<file path="src/rtl/frame_sched.sv">
// rtl/frame_sched.sv - ping-pong frame buffer scheduler with periodic UART launch (option: FRAME_SCHED_TIMEOUT_EN)
module frame_sched #(
  parameter int FRAME_DIV = 4,
  parameter int TIMEOUT   = 1023
) (
  input  logic       dclk,
  input  logic       clr,
  input  logic       cam_frame_done,
  input  logic       vsync,
  input  logic       tx_busy,
  output logic       wr_sel,
  output logic       select,
  output logic       tx_start,
  output logic       tmem_lock,
  output logic [7:0] frames_dropped,
  output logic [7:0] tx_skips,
  output logic [1:0] sched_state
);

  typedef enum logic [1:0] {ST_IDLE = 2'd0, ST_PEND = 2'd1, ST_SWAP = 2'd2} state_t;
  typedef enum logic [1:0] {TX_IDLE = 2'd0, TX_START = 2'd1, TX_WAIT = 2'd2, TX_RUN = 2'd3} tx_state_t;

  localparam logic [7:0] DIV_LAST = 8'(FRAME_DIV - 1);

  state_t    r_state, w_state_next;
  tx_state_t r_tx_state, w_tx_next;
  logic       r_vsync_q;
  logic       r_done_pend;
  logic       r_wr_sel, r_select;
  logic [7:0] r_swap_cnt;
  logic [7:0] r_frames_dropped, r_tx_skips;
  logic       r_tx_start, r_tmem_lock;
  logic       w_vb_edge, w_swap, w_launch, w_drop, w_set_pend;
  logic       w_skip_launch, w_timeout;
  logic [1:0] w_skip_inc;
  logic [8:0] w_skip_sum;

  assign w_vb_edge     = r_vsync_q & ~vsync;
  assign w_swap        = (r_state == ST_SWAP);
  assign w_launch      = w_swap && (r_swap_cnt == DIV_LAST);
  assign w_skip_launch = w_launch && (r_tx_state != TX_IDLE);
  assign w_skip_inc    = {1'b0, w_skip_launch} + {1'b0, w_timeout};
  assign w_skip_sum    = {1'b0, r_tx_skips} + {7'd0, w_skip_inc};

  assign wr_sel         = r_wr_sel;
  assign select         = r_select;
  assign tx_start       = r_tx_start;
  assign tmem_lock      = r_tmem_lock;
  assign frames_dropped = r_frames_dropped;
  assign tx_skips       = r_tx_skips;
  assign sched_state    = r_state;

  // Delayed vsync for falling-edge (start of vblank) detection
  always_ff @(posedge dclk) begin
    if (clr) r_vsync_q <= 1'b1;
    else     r_vsync_q <= vsync;
  end

  // Main FSM state register
  always_ff @(posedge dclk) begin
    if (clr) r_state <= ST_IDLE;
    else     r_state <= w_state_next;
  end

  // Main FSM next state; a frame finishing alongside the swap is carried into PEND
  always_comb begin
    w_state_next = r_state;
    w_drop       = 1'b0;
    w_set_pend   = 1'b0;
    case (r_state)
      ST_IDLE: if (cam_frame_done) w_state_next = ST_PEND;
      ST_PEND: begin
        if (w_vb_edge) begin
          w_state_next = ST_SWAP;
          w_set_pend   = cam_frame_done;
        end else if (cam_frame_done) begin
          w_drop = 1'b1;
        end
      end
      ST_SWAP: w_state_next = (r_done_pend || cam_frame_done) ? ST_PEND : ST_IDLE;
      default: w_state_next = ST_IDLE;
    endcase
  end

  // Buffer selects, swap divider, pending-frame flag and drop counter
  always_ff @(posedge dclk) begin
    if (clr) begin
      r_wr_sel         <= 1'b0;
      r_select         <= 1'b1;
      r_swap_cnt       <= 8'd0;
      r_done_pend      <= 1'b0;
      r_frames_dropped <= 8'd0;
    end else begin
      if (w_swap) begin
        r_wr_sel    <= ~r_wr_sel;
        r_select    <= r_wr_sel;
        r_swap_cnt  <= (r_swap_cnt == DIV_LAST) ? 8'd0 : r_swap_cnt + 8'd1;
        r_done_pend <= 1'b0;
      end else if (w_set_pend) begin
        r_done_pend <= 1'b1;
      end
      if (w_drop && r_frames_dropped != 8'hFF)
        r_frames_dropped <= r_frames_dropped + 8'd1;
    end
  end

`ifdef FRAME_SCHED_TIMEOUT_EN
  localparam int CW = (TIMEOUT < 2) ? 1 : $clog2(TIMEOUT + 1);
  localparam logic [CW-1:0] TIMEOUT_V = CW'(TIMEOUT);
  logic [CW-1:0] r_wait_cnt;

  // Cycles spent in TX_WAIT without seeing the transmitter go busy
  always_ff @(posedge dclk) begin
    if (clr || r_tx_state != TX_WAIT) r_wait_cnt <= '0;
    else                              r_wait_cnt <= r_wait_cnt + 1'b1;
  end
`endif

  // TX FSM next state
  always_comb begin
    w_tx_next = r_tx_state;
`ifdef FRAME_SCHED_TIMEOUT_EN
    w_timeout = 1'b0;
`endif
    case (r_tx_state)
      TX_IDLE:  if (w_launch) w_tx_next = TX_START;
      TX_START: w_tx_next = TX_WAIT;
      TX_WAIT: begin
        if (tx_busy) begin
          w_tx_next = TX_RUN;
`ifdef FRAME_SCHED_TIMEOUT_EN
        end else if (r_wait_cnt == TIMEOUT_V) begin
          w_tx_next = TX_IDLE;
          w_timeout = 1'b1;
`endif
        end
      end
      TX_RUN:   if (!tx_busy) w_tx_next = TX_IDLE;
      default:  w_tx_next = TX_IDLE;
    endcase
  end

`ifndef FRAME_SCHED_TIMEOUT_EN
  assign w_timeout = 1'b0;
`endif

  // TX FSM state plus flopped strobe/lock derived from the next state
  always_ff @(posedge dclk) begin
    if (clr) begin
      r_tx_state  <= TX_IDLE;
      r_tx_start  <= 1'b0;
      r_tmem_lock <= 1'b0;
      r_tx_skips  <= 8'd0;
    end else begin
      r_tx_state  <= w_tx_next;
      r_tx_start  <= (w_tx_next == TX_START);
      r_tmem_lock <= (w_tx_next != TX_IDLE);
      r_tx_skips  <= w_skip_sum[8] ? 8'hFF : w_skip_sum[7:0];
    end
  end

endmodule

</file>
<file path="config.mk">
export PLATFORM = sky130hd
export DESIGN_NAME = frame_sched
export DESIGN_NICKNAME = d
export VERILOG_FILES = /design/src/rtl/frame_sched.sv
export SDC_FILE = /design/constraint.sdc
export NUM_CORES = 1
export LEC_CHECK = 0
export BUFFER_PORTS_ARGS = -buffer_cell sky130_fd_sc_hd__buf_2
export CAP_MARGIN = 5
export CORE_ASPECT_RATIO = 0.8
export CORE_UTILIZATION = 44
export CTS_CLUSTER_DIAMETER = 150
export CTS_CLUSTER_SIZE = 8
export DETAILED_ROUTE_END_ITERATION = 8
export PLACE_DENSITY = 0.68
export SYNTH_ARGS = -nofsm -noshare
export SYNTH_HDL_FRONTEND = slang
export SYNTH_SLANG_ARGS = --single-unit
</file>
<file path="constraint.sdc">
create_clock -name dclk -period 3 [get_ports dclk]
set_clock_uncertainty 0.1 [all_clocks]
set_input_delay 0.6 -clock dclk [delete_from_list [all_inputs] [get_ports dclk]]
set_output_delay 0.6 -clock dclk [all_outputs]
set_load 0.005 [all_outputs]
</file>
==> run summary, run 1 <==
Clock buffer depth = 2
Critical Path Fanout Max = 5
Sw frac = 20.5%
Initial antenna violation count = 0
Sw Pwr = 185 uW
Post-Syn Nets = 177
Synthesis Warnings = 0
CP startpoint kind = flop
Grt total ovfl = 0
Clock-pin slew on the worst setup and hold paths = 0.07 ns
Final Core Density = 55.3%
R2R Setup Slk = 0.32 ns
ANT nets after route = 0
Flops & latches, synth = 34
Tightest Pin Transition = 0.623 ns
Number of global-route vias before repair = 1021
Cell variety after synth = 30
ANT cells = 0
Commonest cells after routing, fill and taps aside = 34 x dfxtp_1, 26 x buf_2, 19 x nor2_1, 19 x a21oi_1
Largest net degree at the start of global routing = 28
Num ports = 27
FMAX = 374 MHz
Sequential Power Share = 51.2%
Worst hold endpoint = tx_start
Worst hold path class = flop to flop
Clk_lat worst skew = 0.29 ns
Worst hold start = r_tx_state[0]
Initial Util = 46.8%
Root Driver = clkbuf_8
Critical path type = flop to flop
# Post-CTS Setup Buffers = 0
Internal = 718 uW
Port Buffers = 26
Max cap viols = 0
Vias/cell = 5.30
Power Density = 522 nW/um2
Reg-to-Reg Start = r_swap_cnt[2]
Die Area = 3560 um2
Fraction of layout instances using a drive strength above 1 = 17.8%
Logic pwr share = 3.5%
Status = complete, no violations
Reg-to-Reg End = tx_skips[5]
Clk pwr share = 45.3%
Critical Path Sink Type = flop
Rows = 18
Vert. Die Dim = 53.6 um
Crit path required time = 3.11 ns
R2R cell count = 9
Worst vdd ir = 332 uV
Core Area = 3130 um2
GR Util All Layers = 17.1%
Setup violators final = 0
Synthesized cell area = 1460 um2
# H-tree levels = 2
Register area share after synthesis = 46.5%
Endpoints failing hold = 0
Post-DP HPWL = 2010 um
Slew HR = 58.3%
Synth-to-Final Area Change = 18.3%
Ratio of final minimum period to clock period = 89.2%
RSZ-0062 raised after global routing = no
Slew Limit Fails = 0
Data arrival, critical path = 2.79 ns
CTS tree = built
DR vias = 1255
DRC violations left = 0
Most common cell after layout, fill and taps aside = dfxtp_1
Detailed Route Iter0 Violations = 54
DR WL/cell = 11.8 um
DR pass1 iterations = 5
GP Congestion = 0.776
# nets final = 205
Final min period = 2.68 ns
Worst hold path depth = 1
# resized after CTS = 0
Average cell area after synthesis = 8.71 um2
Fin Setup TNS = 0 ns
Die Wd = 66.5 um
Routed WL = 2800 um
Syn Inst Count = 168
Static leakage = 0.000663 uW
Post-CTS Hold Buffers = 0
TritonCTS Buffers = 5
First-pass GRT wire length = 4440 um
CTS sink count = 34
## synthesized netlist by cell type
master	count	area share, %
nand4_1	3	1.3
and3_1	2	0.85
nor2b_1	4	1.7
inv_1	5	1.3
or2b_2	1	0.60
a211oi_1	3	1.5
nand3_1	8	2.7
nor2_1	19	4.9
a21oi_1	19	6.5
clkbuf_1	5	1.3
dfxtp_1	34	46
and4b_1	1	0.68
nand2b_1	4	1.7
or4_4	1	0.77
nor3_1	6	2.1
mux2i_1	1	0.68
o31ai_1	4	2.1
o21ai_0	5	1.7
xnor2_1	9	5.4
ha_1	4	3.4
or3_1	5	2.1
nand2_1	9	2.3
or4_1	3	1.5
xor2_1	2	1.2
and2_1	2	0.85
nand3b_1	3	1.5
o21bai_1	1	0.51
a211o_1	1	0.60
or2_2	1	0.43
nor4_1	3	1.3
## worst max-delay path, stage by stage (launching register included)
cell and delay [ns]:
dfxtp_1 0.34, or4_1 0.51, or4_4 0.45, nor2_1 0.13
ha_1 0.16, ha_1 0.17, and3_1 0.19, and2_1 0.19
nand3_1 0.17, a21oi_1 0.18
## logic make-up (layout without fill, tap and decap cells)
| group | after synthesis | in the layout | share of synthesized area [%] |
|---|---|---|---|
| XOR/XNOR | 11 | 11 | 6.58 |
| AND/OR/NAND/NOR | 75 | 75 | 27.4 |
| multiplexers | 1 | 1 | 0.684 |
| flip-flops | 34 | 34 | 46.5 |
| AO/OA/AOI/OAI | 33 | 33 | 12.9 |
| buffers and inverters | 10 | 39 | 2.56 |
| adder cells (fa/ha/maj) | 4 | 4 | 3.42 |
## through the flow
stage,power (uW),setup slack (ns),area (um2),cells,hold slack (ns)
floorplan,493,0.508,1460,168,0.320
CTS,915,0.319,1730,237,0.374
finish,903,0.323,1730,237,0.388
detailed placement,504,0.331,1630,229,0.364
global route,939,0.0889,1730,237,0.400
global placement,503,0.410,1630,229,0.337
## power by group through the flow
stage | sequential, uW | clock, uW | combinational [uW]
floorplan | 472 | 0 | 21.5
global placement | 472 | 0 | 30.7
detailed placement | 472 | 0 | 31.8
CTS | 462 | 421 | 32.0
global route | 463 | 440 | 35.9
finish | 462 | 410 | 31.6
## worst max path at each step
stage	start	to	slack (ns)
5_1_grt	r_swap_cnt[2]	tx_skips[5]	0.09
6_report	r_swap_cnt[2]	tx_skips[5]	0.32
4_1_cts	r_swap_cnt[2]	tx_skips[5]	0.32
3_5_place_dp	r_swap_cnt[2]	tx_skips[5]	0.33
3_3_place_gp	r_swap_cnt[2]	tx_skips[0]	0.41
2_1_floorplan	r_swap_cnt[2]	tx_skips[0]	0.51
## flip-flops by register name, summed over array words and instances, names as in the netlist
signal,count
frames_dropped,8
tx_start,1
tx_skips,8
tmem_lock,1
select,1
wr_sel,1
r_vsync_q,1
r_tx_state,2
sched_state,2
r_swap_cnt,8
r_done_pend,1
## final cells by class
cell class / count / area, um2
Fill cell: 296 / 1400
Clock inverter: 1 / 30.0
Inverter: 5 / 18.8
Tap cell: 40 / 50.0
Sequential cell: 34 / 681
Timing Repair Buffer: 26 / 130
Clock buffer: 7 / 76.3
Multi-Input combinational cell: 124 / 746
## metal layers
metal | global-route usage (%) | routed length [um] | part of all wire, %
met2 | 25.3 | 1230 | 44
met5 | 0 | 0 | 0
met1 | 22.4 | 1370 | 49
met4 | 8.51 | 34 | 1.2
met3 | 5.72 | 157 | 5.6
Power figures use the tool's default switching activity.
==> inputs of run 2 (changes only) <==
- ABC_AREA: not set -> 1
- PLACE_DENSITY: 0.68 -> 0.67
==> run 2 against run 1 <==
Against the previous run: utilization fell by 1.7 points; largest cell class unchanged; critical path depth stayed put; critical path type unchanged; power down 10%; critical endpoint is now tx_skips[6]; count of clock-buffer cells in the layout unchanged.
==> run summary, run 2 <==
FMAX = 495 MHz
Number of global-route vias before repair = 1272
DR pass1 iterations = 4
ANT nets after route = 0
Worst hold path class = flop to flop
Largest net degree at the start of global routing = 18
Static leakage = 0.000866 uW
Tightest Pin Transition = 0.436 ns
Crit-path max cell delay = 0.47 ns
# resized after CTS = 0
Async set or reset register ratio after synthesis = 0%
Commonest cells after routing, fill and taps aside = 54 x nand2_1, 42 x nor2_1, 35 x inv_1, 34 x dfxtp_1, 26 x buf_2
R2R Setup Slk = 0.98 ns
Setup violators final = 0
Fraction of layout instances using a drive strength above 1 = 15.3%
DP Area = 1790 um2
Critical Path Fanout Max = 7
Slew Limit Fails = 0
Vias/cell = 4.78
# Post-CTS Setup Buffers = 0
ANT cells = 0
DR WL/cell = 10.0 um
Top cells by count, synth = 54 x nand2_1, 42 x nor2_1, 35 x inv_1, 34 x dfxtp_1, 20 x nand3_1
GP Congestion = 0.776
Status = complete, no violations
Vert. Die Dim = 56.2 um
Power Density = 436 nW/um2
GR Util All Layers = 17.7%
Synthesized cell area = 1620 um2
Main flop type after synthesis = dfxtp_1
Most common cell after layout, fill and taps aside = nand2_1
Rows = 19
Cell variety after synth = 24
TritonCTS Buffers = 5
Final min period = 2.02 ns
Area leader, netlist = dfxtp_1
Sw frac = 22.4%
Average cell area after synthesis = 6.79 um2
Port Buffers = 26
Initial antenna violation count = 0
Crit path required time = 3.08 ns
Grt total ovfl = 0
Post-synth top area share = 42.1%
Core Area = 3470 um2
Fin Setup TNS = 0 ns
Final WS setup = 0.981 ns
Num ports = 27
Slew HR = 70.9%
Detailed Route Iter0 Violations = 84
DRC violations left = 0
CTS tree = built
Post-CTS Hold Buffers = 0
Initial Util = 46.6%
Critical path type = flop to flop
Slowest CP cell = dfxtp_1
Post-synth EDFFs = 0
Worst path cell trace = nand3_2 -> nor3_1 -> ha_1 -> ha_1 -> nand3_1 -> nor2_1 -> inv_1 -> nor3_1 -> nor2_1
CTS sink count = 34
Root Driver = clkbuf_8
Sequential Power Share = 57.0%
# nets final = 277
DR vias = 1481
Clk pwr share = 38.3%
Logic pwr share = 4.7%
Endpoints failing hold = 0
# H-tree levels = 2
Register area share after synthesis = 42.1%
Critical Path Sink Type = flop
Die Wd = 69.8 um
RSZ-0062 raised after global routing = no
Clk_lat worst skew = 0.28 ns
Routed WL = 3100 um
Die Area = 3920 um2
Synth top area cells = dfxtp_1 42%, nand2_1 13%, nor2_1 9.8%
Design area = 1860 um2
Synth-to-Final Area Change = 15.2%
Data arrival, critical path = 2.09 ns
Syn Inst Count = 238
Top-count cell post-synth = nand2_1
Ratio of final minimum period to clock period = 67.3%
Sw Pwr = 182 uW
Post-DP HPWL = 2290 um
Clock buffer depth = 2
Max cap viols = 0
Synthesis Warnings = 0
Flops & latches, synth = 34
Clock-pin slew on the worst setup and hold paths = 0.06 ns
CP startpoint kind = flop
Worst vdd ir = 263 uV
Final hold slack = 0.355 ns
Pre-CTS setup slack = 0.963 ns
First-pass GRT wire length = 5500 um
Post-Syn Nets = 247
Internal = 630 uW
## run 2: changes by cell type in the layout (fill, tap and decap cells not counted), moves of 4 or more
cell,change
inv_1,+30
nand2_1,+45
nand3_1,+12
nor2_1,+23
nand2b_1,-4
nor2b_1,-4
xnor2_1,-8
or3_1,-5
nor3_1,-4
a21oi_1,-6
## run 2: layout make-up
cell class | count | area, um2
fillers | 352 | 1610
multi-input cells | 162 | 776
flip-flops and latches | 34 | 681
inverters | 39 | 146
repair buffers | 26 | 130
clock buffers | 7 | 76.3
well taps | 42 | 52.6
## run 2: cell families after synthesis
kind of cell,after synthesis,share of synthesized area (%)
compound gates,24,8.05
simple gates,130,34.7
fa+ha+maj,4,3.10
flops,34,42.1
xor+xnor,4,2.17
buf+inv,42,9.91
## run 2: worst max-delay path: cells and delay by family (launching register included)
| family | cells | cell delay (ns) |
|---|---|---|
| flip-flops | 1 | 0.47 |
| AND/OR/NAND/NOR | 6 | 0.86 |
| adder cells (fa/ha/maj) | 2 | 0.39 |
| buffers and inverters | 1 | 0.09 |
## run 2: final timing paths
check / from / end / cells past startpoint
hold / removal: select / select / 1
setup / recovery: sched_state[1] / tx_skips[6] / 9
hold reg to reg: select / select / 1
setup reg to reg: sched_state[1] / tx_skips[6] / 9
## run 2: through the flow
step / instances / power [uW] / util [%]
detailed placement: 303 / 511 / 51.4
global route: 310 / 851 / 53.6
CTS: 310 / 827 / 53.6
floorplan: 238 / 498 / -
global placement: 303 / 511 / 51.4
finish: 310 / 812 / 53.6
## run 2: layer usage
metal	track usage, %	routed length (um)
met1	24.4	1620
met4	5.14	31
met3	7.43	223
met5	0	0
met2	25.3	1230
## run 2: power by group through the flow
stage | Sequential [uW] | Clock, uW | Combinational (uW)
floorplan | 472 | 0 | 25.8
global placement | 472 | 0 | 38.6
detailed placement | 472 | 0 | 38.3
CTS | 462 | 326 | 38.8
global route | 463 | 344 | 44.1
finish | 463 | 311 | 38.2
